===== config.mk =====
export PLATFORM = sky130hd
export DESIGN_NAME = sample_pacer
export DESIGN_NICKNAME = d
export VERILOG_FILES = /design/src/rtl/sample_pacer.sv
export SDC_FILE = /design/constraint.sdc
export NUM_CORES = 1
export LEC_CHECK = 0
export ABC_AREA = 0
export CAP_MARGIN = 40
export CORE_AREA = 2 2 246 188
export CTS_CLUSTER_DIAMETER = 100
export DETAILED_ROUTE_END_ITERATION = 10
export DIE_AREA = 0 0 248 190
export GPL_TIMING_DRIVEN = 0
export PLACE_DENSITY = 0.69
export SYNTH_ARGS = -nofsm -noshare
export SYNTH_HDL_FRONTEND = slang
export SYNTH_SLANG_ARGS = --single-unit

===== constraint.sdc =====
create_clock -name clk -period 5.3 [get_ports clk]
set_clock_uncertainty 0.1 [all_clocks]
set_input_delay 0.53 -clock clk [delete_from_list [all_inputs] [get_ports clk]]
set_output_delay 0.53 -clock clk [all_outputs]
set_load 0.03 [all_outputs]

===== src/rtl/sample_pacer.sv =====
// Sample pacer: buffers received audio bytes and releases them one per
// sample period at the selected rate, with priming and underrun counting.
module sample_pacer #(
    parameter int CLK_HZ      = 12000000,
    parameter int FIFO_DEPTH  = 64,
    parameter int PRIME_LEVEL = FIFO_DEPTH / 2
) (
    input  logic                          clk,
    input  logic                          rst,
    input  logic                          enable,
    input  logic [2:0]                    tiempo_sel,
    input  logic                          rx_rq,
    input  logic [7:0]                    dato_rx,
    output logic                          rx_st,
    output logic [7:0]                    sample_out,
    output logic                          sample_stb,
    output logic                          playing,
    output logic [7:0]                    underrun_cnt,
    output logic [$clog2(FIFO_DEPTH):0]   fifo_level
);

    localparam int ADDR_W = $clog2(FIFO_DEPTH);
    localparam int PTR_W  = ADDR_W + 1;

    localparam logic [PTR_W-1:0] PRIME_L = PTR_W'(PRIME_LEVEL);

    function automatic logic [15:0] div_of(input int code);
        int rate;
        case (code)
            0:       rate = 8000;
            1:       rate = 11025;
            2:       rate = 16000;
            3:       rate = 22050;
            4:       rate = 24000;
            5:       rate = 32000;
            6:       rate = 44100;
            default: rate = 48000;
        endcase
        return 16'((CLK_HZ + rate / 2) / rate);
    endfunction

    localparam logic [15:0] DIV_TAB [8] = '{
        div_of(0), div_of(1), div_of(2), div_of(3),
        div_of(4), div_of(5), div_of(6), div_of(7)
    };

    typedef enum logic [1:0] {
        S_IDLE  = 2'd0,
        S_PRIME = 2'd1,
        S_PLAY  = 2'd2
    } state_t;

    state_t           state_q, state_d;
    logic             rx_rq_r_q;
    logic             rx_st_q, rx_st_d;
    logic [PTR_W-1:0] wr_ptr_q, wr_ptr_d;
    logic [PTR_W-1:0] rd_ptr_q, rd_ptr_d;
    logic [15:0]      tick_q, tick_d;
    logic [15:0]      dtv_q, dtv_d;
    logic [7:0]       sample_q, sample_d;
    logic             stb_q, stb_d;
    logic [7:0]       urun_q, urun_d;
    logic [7:0]       mem_q [FIFO_DEPTH];

    logic             full;
    logic             empty;
    logic             wr_en;
    logic             tick;
    logic [PTR_W-1:0] level;

    assign level = wr_ptr_q - rd_ptr_q;
    assign empty = (wr_ptr_q == rd_ptr_q);
    assign full  = (wr_ptr_q[ADDR_W] != rd_ptr_q[ADDR_W]) &&
                   (wr_ptr_q[ADDR_W-1:0] == rd_ptr_q[ADDR_W-1:0]);
    assign tick  = (state_q == S_PLAY) && (tick_q == dtv_q - 16'd1);

    always_comb begin
        state_d  = state_q;
        rx_st_d  = rx_st_q;
        wr_ptr_d = wr_ptr_q;
        rd_ptr_d = rd_ptr_q;
        tick_d   = tick_q;
        dtv_d    = dtv_q;
        sample_d = sample_q;
        stb_d    = 1'b0;
        urun_d   = urun_q;
        wr_en    = 1'b0;

        if (!enable) begin
            // Dropping enable flushes everything, including a byte mid-handshake
            state_d  = S_IDLE;
            rx_st_d  = 1'b0;
            wr_ptr_d = '0;
            rd_ptr_d = '0;
            tick_d   = '0;
            dtv_d    = DIV_TAB[tiempo_sel];
        end else begin
            if (rx_rq_r_q && !rx_st_q && !full) begin
                wr_en    = 1'b1;
                wr_ptr_d = wr_ptr_q + PTR_W'(1);
                rx_st_d  = 1'b1;
            end else if (!rx_rq_r_q && rx_st_q) begin
                rx_st_d = 1'b0;
            end

            unique case (state_q)
                S_IDLE: begin
                    tick_d  = '0;
                    state_d = S_PRIME;
                end
                S_PRIME: begin
                    tick_d = '0;
                    if (level >= PRIME_L) begin
                        dtv_d   = DIV_TAB[tiempo_sel];
                        state_d = S_PLAY;
                    end
                end
                S_PLAY: begin
                    if (tick) begin
                        tick_d = '0;
                        if (!empty) begin
                            sample_d = mem_q[rd_ptr_q[ADDR_W-1:0]];
                            stb_d    = 1'b1;
                            rd_ptr_d = rd_ptr_q + PTR_W'(1);
                        end else begin
                            if (urun_q != 8'hFF) begin
                                urun_d = urun_q + 8'd1;
                            end
                            state_d = S_PRIME;
                        end
                    end else begin
                        tick_d = tick_q + 16'd1;
                    end
                end
                default: begin
                    state_d = S_IDLE;
                end
            endcase
        end
    end

    always_ff @(posedge clk) begin
        if (rst) begin
            state_q   <= S_IDLE;
            rx_rq_r_q <= 1'b0;
            rx_st_q   <= 1'b0;
            wr_ptr_q  <= '0;
            rd_ptr_q  <= '0;
            tick_q    <= '0;
            dtv_q     <= DIV_TAB[tiempo_sel];
            sample_q  <= 8'h00;
            stb_q     <= 1'b0;
            urun_q    <= 8'h00;
        end else begin
            state_q   <= state_d;
            rx_rq_r_q <= rx_rq;
            rx_st_q   <= rx_st_d;
            wr_ptr_q  <= wr_ptr_d;
            rd_ptr_q  <= rd_ptr_d;
            tick_q    <= tick_d;
            dtv_q     <= dtv_d;
            sample_q  <= sample_d;
            stb_q     <= stb_d;
            urun_q    <= urun_d;
        end
    end

    // Storage needs no reset; occupancy is defined by the pointers alone
    always_ff @(posedge clk) begin
        if (wr_en) begin
            mem_q[wr_ptr_q[ADDR_W-1:0]] <= dato_rx;
        end
    end

    assign rx_st        = rx_st_q;
    assign sample_out   = sample_q;
    assign sample_stb   = stb_q;
    assign playing      = (state_q == S_PLAY);
    assign underrun_cnt = urun_q;
    assign fifo_level   = level;

endmodule


---- Yosys cells after proc, flatten, opt, wreduce, memory -nomap -nowiden ----
Memory sizes are Yosys's and may differ from the RTL's. A register that Yosys moved wholly into a read port is not among the register bits.
Cells that the tools add are included.
Widths: inputs -> output; s select.
operators by class
  add/subtract/negate cells ............... 6
  magnitude comparators ................... 2
  eq/ne operators ......................... 12
  muxes and demuxes ....................... 19
  bitwise operators ....................... 5
  reduce and logical (&&, ||, !) cells .... 19
operators with widths
  cell                   number
  $mux 16                7
  $pmux 16 s2            1
  $add 16x1->16 const B  1
  $eq 16x16->1           1
  $sub 16x1->16 const B  1
  $add 7x1->7 const B    2
  $add 8x1->8 const B    1
  $ne 8x8->1 const B     1
  $eq 7x7->1             1
  $ge 7x6->1 const B     1
  $mux 1                 7
  $sub 7x7->7            1
  $eq 6x6->1             1
  $mux 2                 3
  $ne 3x2->1 const B     2
  $pmux 2 s3             1
  $reduce_and 3->1       2
  $logic_and 1x1->1      5
  $reduce_and 5->1       1
  $ge 4x4->1 const B     1
  $ne 2x1->1 const B     2
  $not 1->1              4
  $not 3->4              1
  $reduce_and 4->1       1
  other kinds (10)       14
storage, ports and cells
  flip-flop bits (word level) ............. 59
  bits in writable memories ............... 512
  bits in read-only memories .............. 128
  word-level logic and storage cells ...... 74
  memories ................................ 2
memory list
  name             words  bits a word  read ports  clocked after Yosys merged registers in  wr ports  RTL line  RTL
  mem_q            64     8            1           1                                        1         63        logic [7:0] mem_q [FIFO_DEPTH];
  (no name shown)  8      16           1           0                                        0         150       dtv_q <= DIV_TAB[tiempo_sel];

---- Logic depth before layout (Yosys ltp) ----
Gate-level depths: netlist of the first run.
  depth in word-level cells ............... 8
  depth in mapped cells ................... 13
  mapped depth without buffers ............ 10

---- Worst setup path before layout of the first run ----
No wires, ideal clock.
  path type ............................... reg2reg
  start ................................... register rd_ptr_q[1]
  end ..................................... memory mem_q[59][0] (enable)
  library setup time ...................... 0.371 ns
  arrival ................................. 3.221 ns
  slack ................................... 1.609 ns
  cell stages (with the launch flop) ...... 12
  buffers on the path ..................... 4
  clock period less this slack ............ 3.691 ns
  cells stage by stage .................... dfxtp_1 > clkbuf_1 > clkbuf_1 > clkbuf_1 > inv_1 > ha_1 > nand4_1 > and3b_1 > clkbuf_1 > and3b_1 > nand3_1 > nor2_1
between the ends
  word-level cells in the longest chain between the ends .. 8
ends and longest elaborated chain
  item                          RTL line  RTL
  from (decl)                   57        logic [PTR_W-1:0] rd_ptr_q, rd_ptr_d;
  from (signal assigned)        159       rd_ptr_q <= rd_ptr_d;
  $eq 6x6->1                    74        (wr_ptr_q[ADDR_W-1:0] == rd_ptr_q[ADDR_W-1:0]);
  $logic_and 1x1->1             73        assign full = (wr_ptr_q[ADDR_W] != rd_ptr_q[ADDR_W]) &&
  $logic_not 1->1               98        if (rx_rq_r_q && !rx_st_q && !full) begin
  $logic_and 1x1->1             98
  $mux 1                        98
  $mux 1                        89        if (!enable) begin
  $mux 1                        170       if (wr_en) begin
  $mux 1 (implied by the code)  171       mem_q[wr_ptr_q[ADDR_W-1:0]] <= dato_rx;
  to (decl)                     63
Every way passes these cells.

---- Final worst setup path of the first run ----
  start ................................... register rd_ptr_q[2]
  end ..................................... output fifo_level[6]
between the ends
  word-level cells in the longest chain between the ends .. 1
ends and longest elaborated chain
  item         RTL line  RTL
  $sub 7x7->7  71        assign level = wr_ptr_q - rd_ptr_q;
  to (decl)    19        output logic [$clog2(FIFO_DEPTH):0] fifo_level
Every way passes these cells.

==> results_dict.tcl, run 1 <==
set metrics [dict create \
    drtIter0Drc 2002 \
    clk_pin_slew_worst_paths_ns 0.06 \
    detail-route-antenna-nets 0 \
    vias_per_cell 6.431 \
    yosysSeqAreaShare 0.7134 \
    holdBufCountCts 0 \
    crit_type "reg2out" \
    netlist_instances 1359 \
    num-nets-final 1535 \
    syn_avg_cell_area_um2 17.25 \
    status "completed" \
    p_per_area_nw_per_um2 330.6 \
    hold_path_class "in2reg" \
    io_pins 41 \
    wl_mm 60.85 \
    antenna_found_initial 0 \
    dp_slack_ns -0.5204 \
    async_flop_share 0 \
    htreeDepth 2 \
    die_y_um 190 \
    cts_setup_buffers 0 \
    cts_root_buffer "clkbuf_16" \
    via_count 13770 \
    yosysWarnings 0 \
    vdd_drop_max_mv 0.3045 \
    ys_types 61 \
    setup_slack_ns 0.2671 \
    arrival_ns 4.40 \
    die-area_um2 47120 \
    tightest_slew_ns 0.9190 \
    power_leakage_nw 8.307 \
    num_rows 68 \
    grt_pass1_wl_mm 88.19 \
    drive_above_1_share 0.2089 \
    min_period_over_period 0.9496 \
    synth-main-ff-cell "edfxtp_1" \
    placedInstanceArea_um2 25130 \
    maxCapViolations 0 \
    rsz0062_at_grt "false" \
    dp_cells 2044 \
    place.gp.congestion 0.8700 \
    endpoint_kind "output port" \
    grt_pass1_vias 13380 \
    insertedDiodeCount 0 \
    start_util 0.5209 \
    numCtsBuffers 54 \
    startpoint_type "flop" \
    die_w_um 248 \
    synth.net_count 1391 \
    relSlewSlack 0.3851 \
    final_util 0.5982 \
    grt_max_degree 57 \
    cts_max_path_buffers 3 \
    crit_required_ns 4.67 \
    layout_min_cycle_time_ns 5.033 \
    synth_edf_count 523 \
    cts_resized 35 \
    area_growth_syn_to_layout_pct 14.83 \
    clkLatencyLatePin_ns 0.59 \
    drc 0 \
    setup_viol 0 \
    grt_overflow 0 \
    dpl.hpwl_mm 41.51 \
    design_area_um2 26920 \
    cts_tree "built" \
    synth_seq_cells 574 \
    core_area_um2 45010 \
    firstDrtPassIters 6 \
    track_usage 0.2628 \
    drv_slew 0 \
    port_buffers 39 \
    cts_sinks 574 \
    crit_fanout 10 \
    syn_area_um2 23440 \
    finalHoldViolations 0 \
    fmax_mhz 198.7 \
    final_cell_count_no_fill 2141 \
    wl_per_cell_um 28.42 \
]
## cells in the mapped netlist, types with 9 or more instances
master / number / area [um2]
edfxtp_1: 523 / 15710
a31oi_1: 12 / 75.07
xnor2_1: 12 / 105.1
o22ai_1: 14 / 87.58
clkbuf_1: 46 / 172.7
or3_1: 11 / 68.82
o21ai_0: 32 / 160.2
nor3_1: 11 / 55.05
nand2_1: 61 / 229.0
mux4_2: 127 / 2860
nand3_1: 25 / 125.1
nand4_1: 10 / 62.56
buf_1: 14 / 52.55
a21oi_1: 59 / 295.3
dfxtp_1: 51 / 1021
nor3b_1: 9 / 67.56
mux2i_1: 45 / 450.4
buf_2: 9 / 45.04
a211oi_1: 10 / 75.07
o31ai_1: 10 / 75.07
nor2_1: 113 / 424.2
ha_1: 16 / 200.2
inv_1: 27 / 101.4
xor2_1: 10 / 87.58
## path summary, 6_finish.rpt
kind                                       to  slack [ns]           from  cells after the start
worst max register to register   mem_q[23][1]        0.34    rd_ptr_q[2]                     11
worst min-delay path             mem_q[35][5]        0.22     dato_rx[5]                      1
worst max-delay path            fifo_level[6]        0.27    rd_ptr_q[2]                     10
worst min register to register  sample_out[5]        0.36  sample_out[5]                      2
## metal layers
layer,vias to the layer above,part of all wire,track usage
li1,5730,-,-
met1,7076,0.42,0.3964
met2,826,0.44,0.3824
met3,136,0.11,0.06122
met4,0,0.032,0.08268
met5,-,0,0
## where the power goes
group,internal (W),total [W],switching (W)
clock,0.00212,0.00377,0.00166
combinational,0.0000483,0.000171,0.000123
sequential,0.00494,0.00495,0.0000106
## critical path, cell delays in order (launching register included)
cell             delay, ns
dfxtp_1               0.41
buf_1                 0.67
inv_1                 0.28
clkbuf_1              0.48
ha_1                  0.54
nand2b_1              0.08
a21oi_1               0.24
o21ai_0               0.12
a211oi_1              0.31
inv_1                 0.09
clkdlybuf4s50_1       0.60
## area by class of cell
class                   count  area (um2)
clock inverters            31       250.2
flip-flops and latches    574       16730
clock buffers              68        1445
plain buffers              68       275.3
fillers                  3256       18090
repair buffers             90       942.2
multi-input cells         687        6432
inverters                  28       106.4
well taps                 595       744.5
## sequential cells by signal (all words and copies together) (netlist names)
name	count
rd_ptr_q	7
wr_ptr_q	7
mem_q	512
state_q	2
rx_st	1
sample_out	8
underrun_cnt	8
dtv_q	11
tick_q	16
sample_stb	1
rx_rq_r_q	1
## cells by family (layout without fill, tap and decap cells)
group | Yosys count | after routing | synth area share
buf+inv | 98 | 285 | 0.01649
compound gates | 164 | 164 | 0.04355
xor+xnor | 22 | 22 | 0.008218
simple gates | 309 | 309 | 0.06628
mux | 175 | 175 | 0.1427
fa+ha+maj | 17 | 17 | 0.009393
flops | 574 | 574 | 0.7134
## through the flow
stage          TNS (ns)  total power, W  hold WS, ns
5_1_grt               0        0.009104       0.2196
2_1_floorplan         0        0.005108       0.3258
3_3_place_gp    -200.38        0.005208       0.3349
6_report              0        0.008899       0.2222
3_5_place_dp     -78.70        0.005219       0.3373
4_1_cts               0        0.008938       0.2120
## placed cells by master, fill, tap and decap left out, types with 31 or more instances in the layout
| master | netlist | routed |
|---|---|---|
| mux4_2 | 127 | 127 |
| nand2_1 | 61 | 61 |
| nor2_1 | 113 | 85 |
| edfxtp_1 | 523 | 523 |
| o21ai_0 | 32 | 32 |
| a21oi_1 | 59 | 59 |
| dfxtp_1 | 51 | 51 |
| clkbuf_1 | 46 | 55 |
| clkdlybuf4s50_1 | 0 | 31 |
| mux2i_1 | 45 | 45 |
| clkbuf_16 | 0 | 55 |
Power figures use the tool's default switching activity.
==> run 2: changes to the inputs <==
- PLACE_DENSITY: 0.69 -> 0.72
- SETUP_SLACK_MARGIN: unset -> 0.4
- clock period: 5.3 -> 4.3 ns (I/O delays scaled with it)
==> run 2 against run 1 <==
Compared with the run above: global-route usage barely moved; flip-flop and latch count did not move; first-iteration DRC count fell by 11%; power rose by 21%; register-to-register slack improved by 0.18 ns; final cell count rose by 0.19%; non-clock buffer count rose by 8; core utilization rose by 1.0 points; clock power rose by 17%; final area rose by 1.7%; largest cell class unchanged.
==> results_dict.tcl, run 2 (synthesis results as in run 1) <==
set metrics [dict create \
    cts_tree "built" \
    multi_input_area_um2 6857 \
    min_period_over_period 0.8793 \
    largest_reg_flops 512 \
    fmax_mhz 264.5 \
    drc 0 \
    rsz0062_at_grt "true" \
    final_common_cell "edfxtp_1" \
    start_util 0.5209 \
    pwr-share-seq 0.569 \
    crit_required_ns 4.50 \
    firstDrtPassIters 5 \
    endpoint_kind "flop" \
    ff_latch_area_um2 16730 \
    drv_slew 0 \
    cts_max_path_buffers 3 \
    grt_overflow 0 \
    fin_tns_setup_ns 0 \
    clk_pin_slew_worst_paths_ns 0.07 \
    crit_fanout 10 \
    core_area_um2 45010 \
    cts_root_buffer "clkbuf_16" \
    numCtsBuffers 53 \
    drtIter0Drc 1777 \
    placedInstanceArea_um2 25060 \
    status "completed" \
    p_per_area_nw_per_um2 391.7 \
    vias_per_cell 6.396 \
    nFillCells 3121 \
    die-area_um2 47120 \
    finalHoldViolations 0 \
    intPower_w 0.008526 \
    clkLatencyLatePin_ns 0.59 \
    grt_max_degree 55 \
    htreeDepth 2 \
    design_area_um2 27380 \
    wl_mm 60.56 \
    power_leakage_nw 8.408 \
    startpoint_type "flop" \
    track_usage 0.2632 \
    arrival_ns 3.98 \
    place.gp.congestion 0.8974 \
    final_cell_count_no_fill 2145 \
    port_buffers 39 \
    dp_cells 2035 \
    drive_above_1_share 0.2458 \
    crit_type "reg2reg" \
    combPwrFrac 0.020 \
    p_switching_w 0.002199 \
    vdd_drop_max_mv 0.3547 \
    num_rows 68 \
    num-nets-final 1542 \
    via_count 13720 \
    cts_sinks 574 \
    grt_pass1_vias 13380 \
    p_clk_frac 0.411 \
    mostFrequentLayoutCells "523 x edfxtp_1, 127 x mux4_2, 57 x a21oi_1" \
    setup_viol 0 \
    hold_path_class "in2reg" \
    die_y_um 190 \
    detail-route-antenna-nets 0 \
    maxCapViolations 0 \
    final_util 0.6084 \
    layout_min_cycle_time_ns 3.781 \
    io_pins 41 \
    insertedDiodeCount 0 \
    swShare 0.2050 \
    grt_pass1_wl_mm 89.02 \
    antenna_found_initial 0 \
    die_w_um 248 \
    relSlewSlack 0.3865 \
    wl_per_cell_um 28.23 \
    tightest_slew_ns 0.9202 \
    area_growth_syn_to_layout_pct 16.80 \
    dpl.hpwl_mm 40.82 \
]
run 2: cell count changes in the layout (fill, tap and decap cells not counted), moves of 6 or more:
cell      before  now
nor2_1        85   51
nor2_2        23    6
nor2_4         5   56
clkinv_2      14    7
clkbuf_1      55   48
nand2_1       61   55
nand2_4        0    6
run 2: final timing paths:
kind                   endpoint  cells past startpoint     startpoint  slack [ns]
hold / removal     mem_q[49][5]                      1     dato_rx[5]        0.13
hold reg to reg   sample_out[5]                      2  sample_out[5]        0.36
setup reg to reg   mem_q[26][7]                     14    rd_ptr_q[3]        0.52
setup / recovery   mem_q[26][7]                     14    rd_ptr_q[3]        0.52
run 2: critical path, stage by stage (launching register included):
cell and delay (ns):
dfxtp_1 0.31, buf_4 0.22, clkinv_4 0.15, buf_2 0.19
buf_6 0.17, buf_4 0.22, ha_1 0.31, and4_1 0.21
nand4_1 0.11, and3b_1 0.18, clkbuf_2 0.20, and3b_2 0.35
nand2_4 0.25, nor2_2 0.26, buf_4 0.23
run 2: cell type report:
class	count	area share
inverter	28	0.004021
timing repair buffer	96	0.03811
sequential	574	0.6109
tap	595	0.02719
clock inverter	32	0.007676
buffer	70	0.01188
clock buffer	63	0.04980
multi-input combinational	687	0.2504
run 2: what timing repair did:
action	4_1_cts	5_1_grt
setup buffers	9	2
pin swaps	3	2
resized for setup	160	21
setup endpoints to repair	561	286
endpoints found under the hold margin	0	0
hold buffers	0	0
run 2: per-layer routing:
layer,vias to the layer above,global-route usage,share of wire
li1,5756,-,-
met1,7040,0.3912,0.41
met2,786,0.3858,0.45
met3,137,0.05911,0.11
met4,0,0.09420,0.037
met5,-,0,0
run 2: through the flow:
step | total power, W | worst slack, ns | hold slack (ns)
finish | 0.01073 | 0.5188 | 0.1283
CTS | 0.01074 | 0.4075 | 0.1244
global route | 0.01097 | 0.3569 | 0.1350
global placement | 0.006417 | -1.666 | 0.3342
floorplan | 0.006296 | 0.6088 | 0.3258
detailed placement | 0.006429 | -1.398 | 0.3525
run 2: power groups by stage:
stage	clock network [W]	logic (W)	registers, W
finish	0.00441	0.000212	0.00610
global placement	0	0.000179	0.00624
global route	0.00464	0.000228	0.00610
floorplan	0	0.0000711	0.00622
CTS	0.00442	0.000208	0.00610
detailed placement	0	0.000203	0.00623
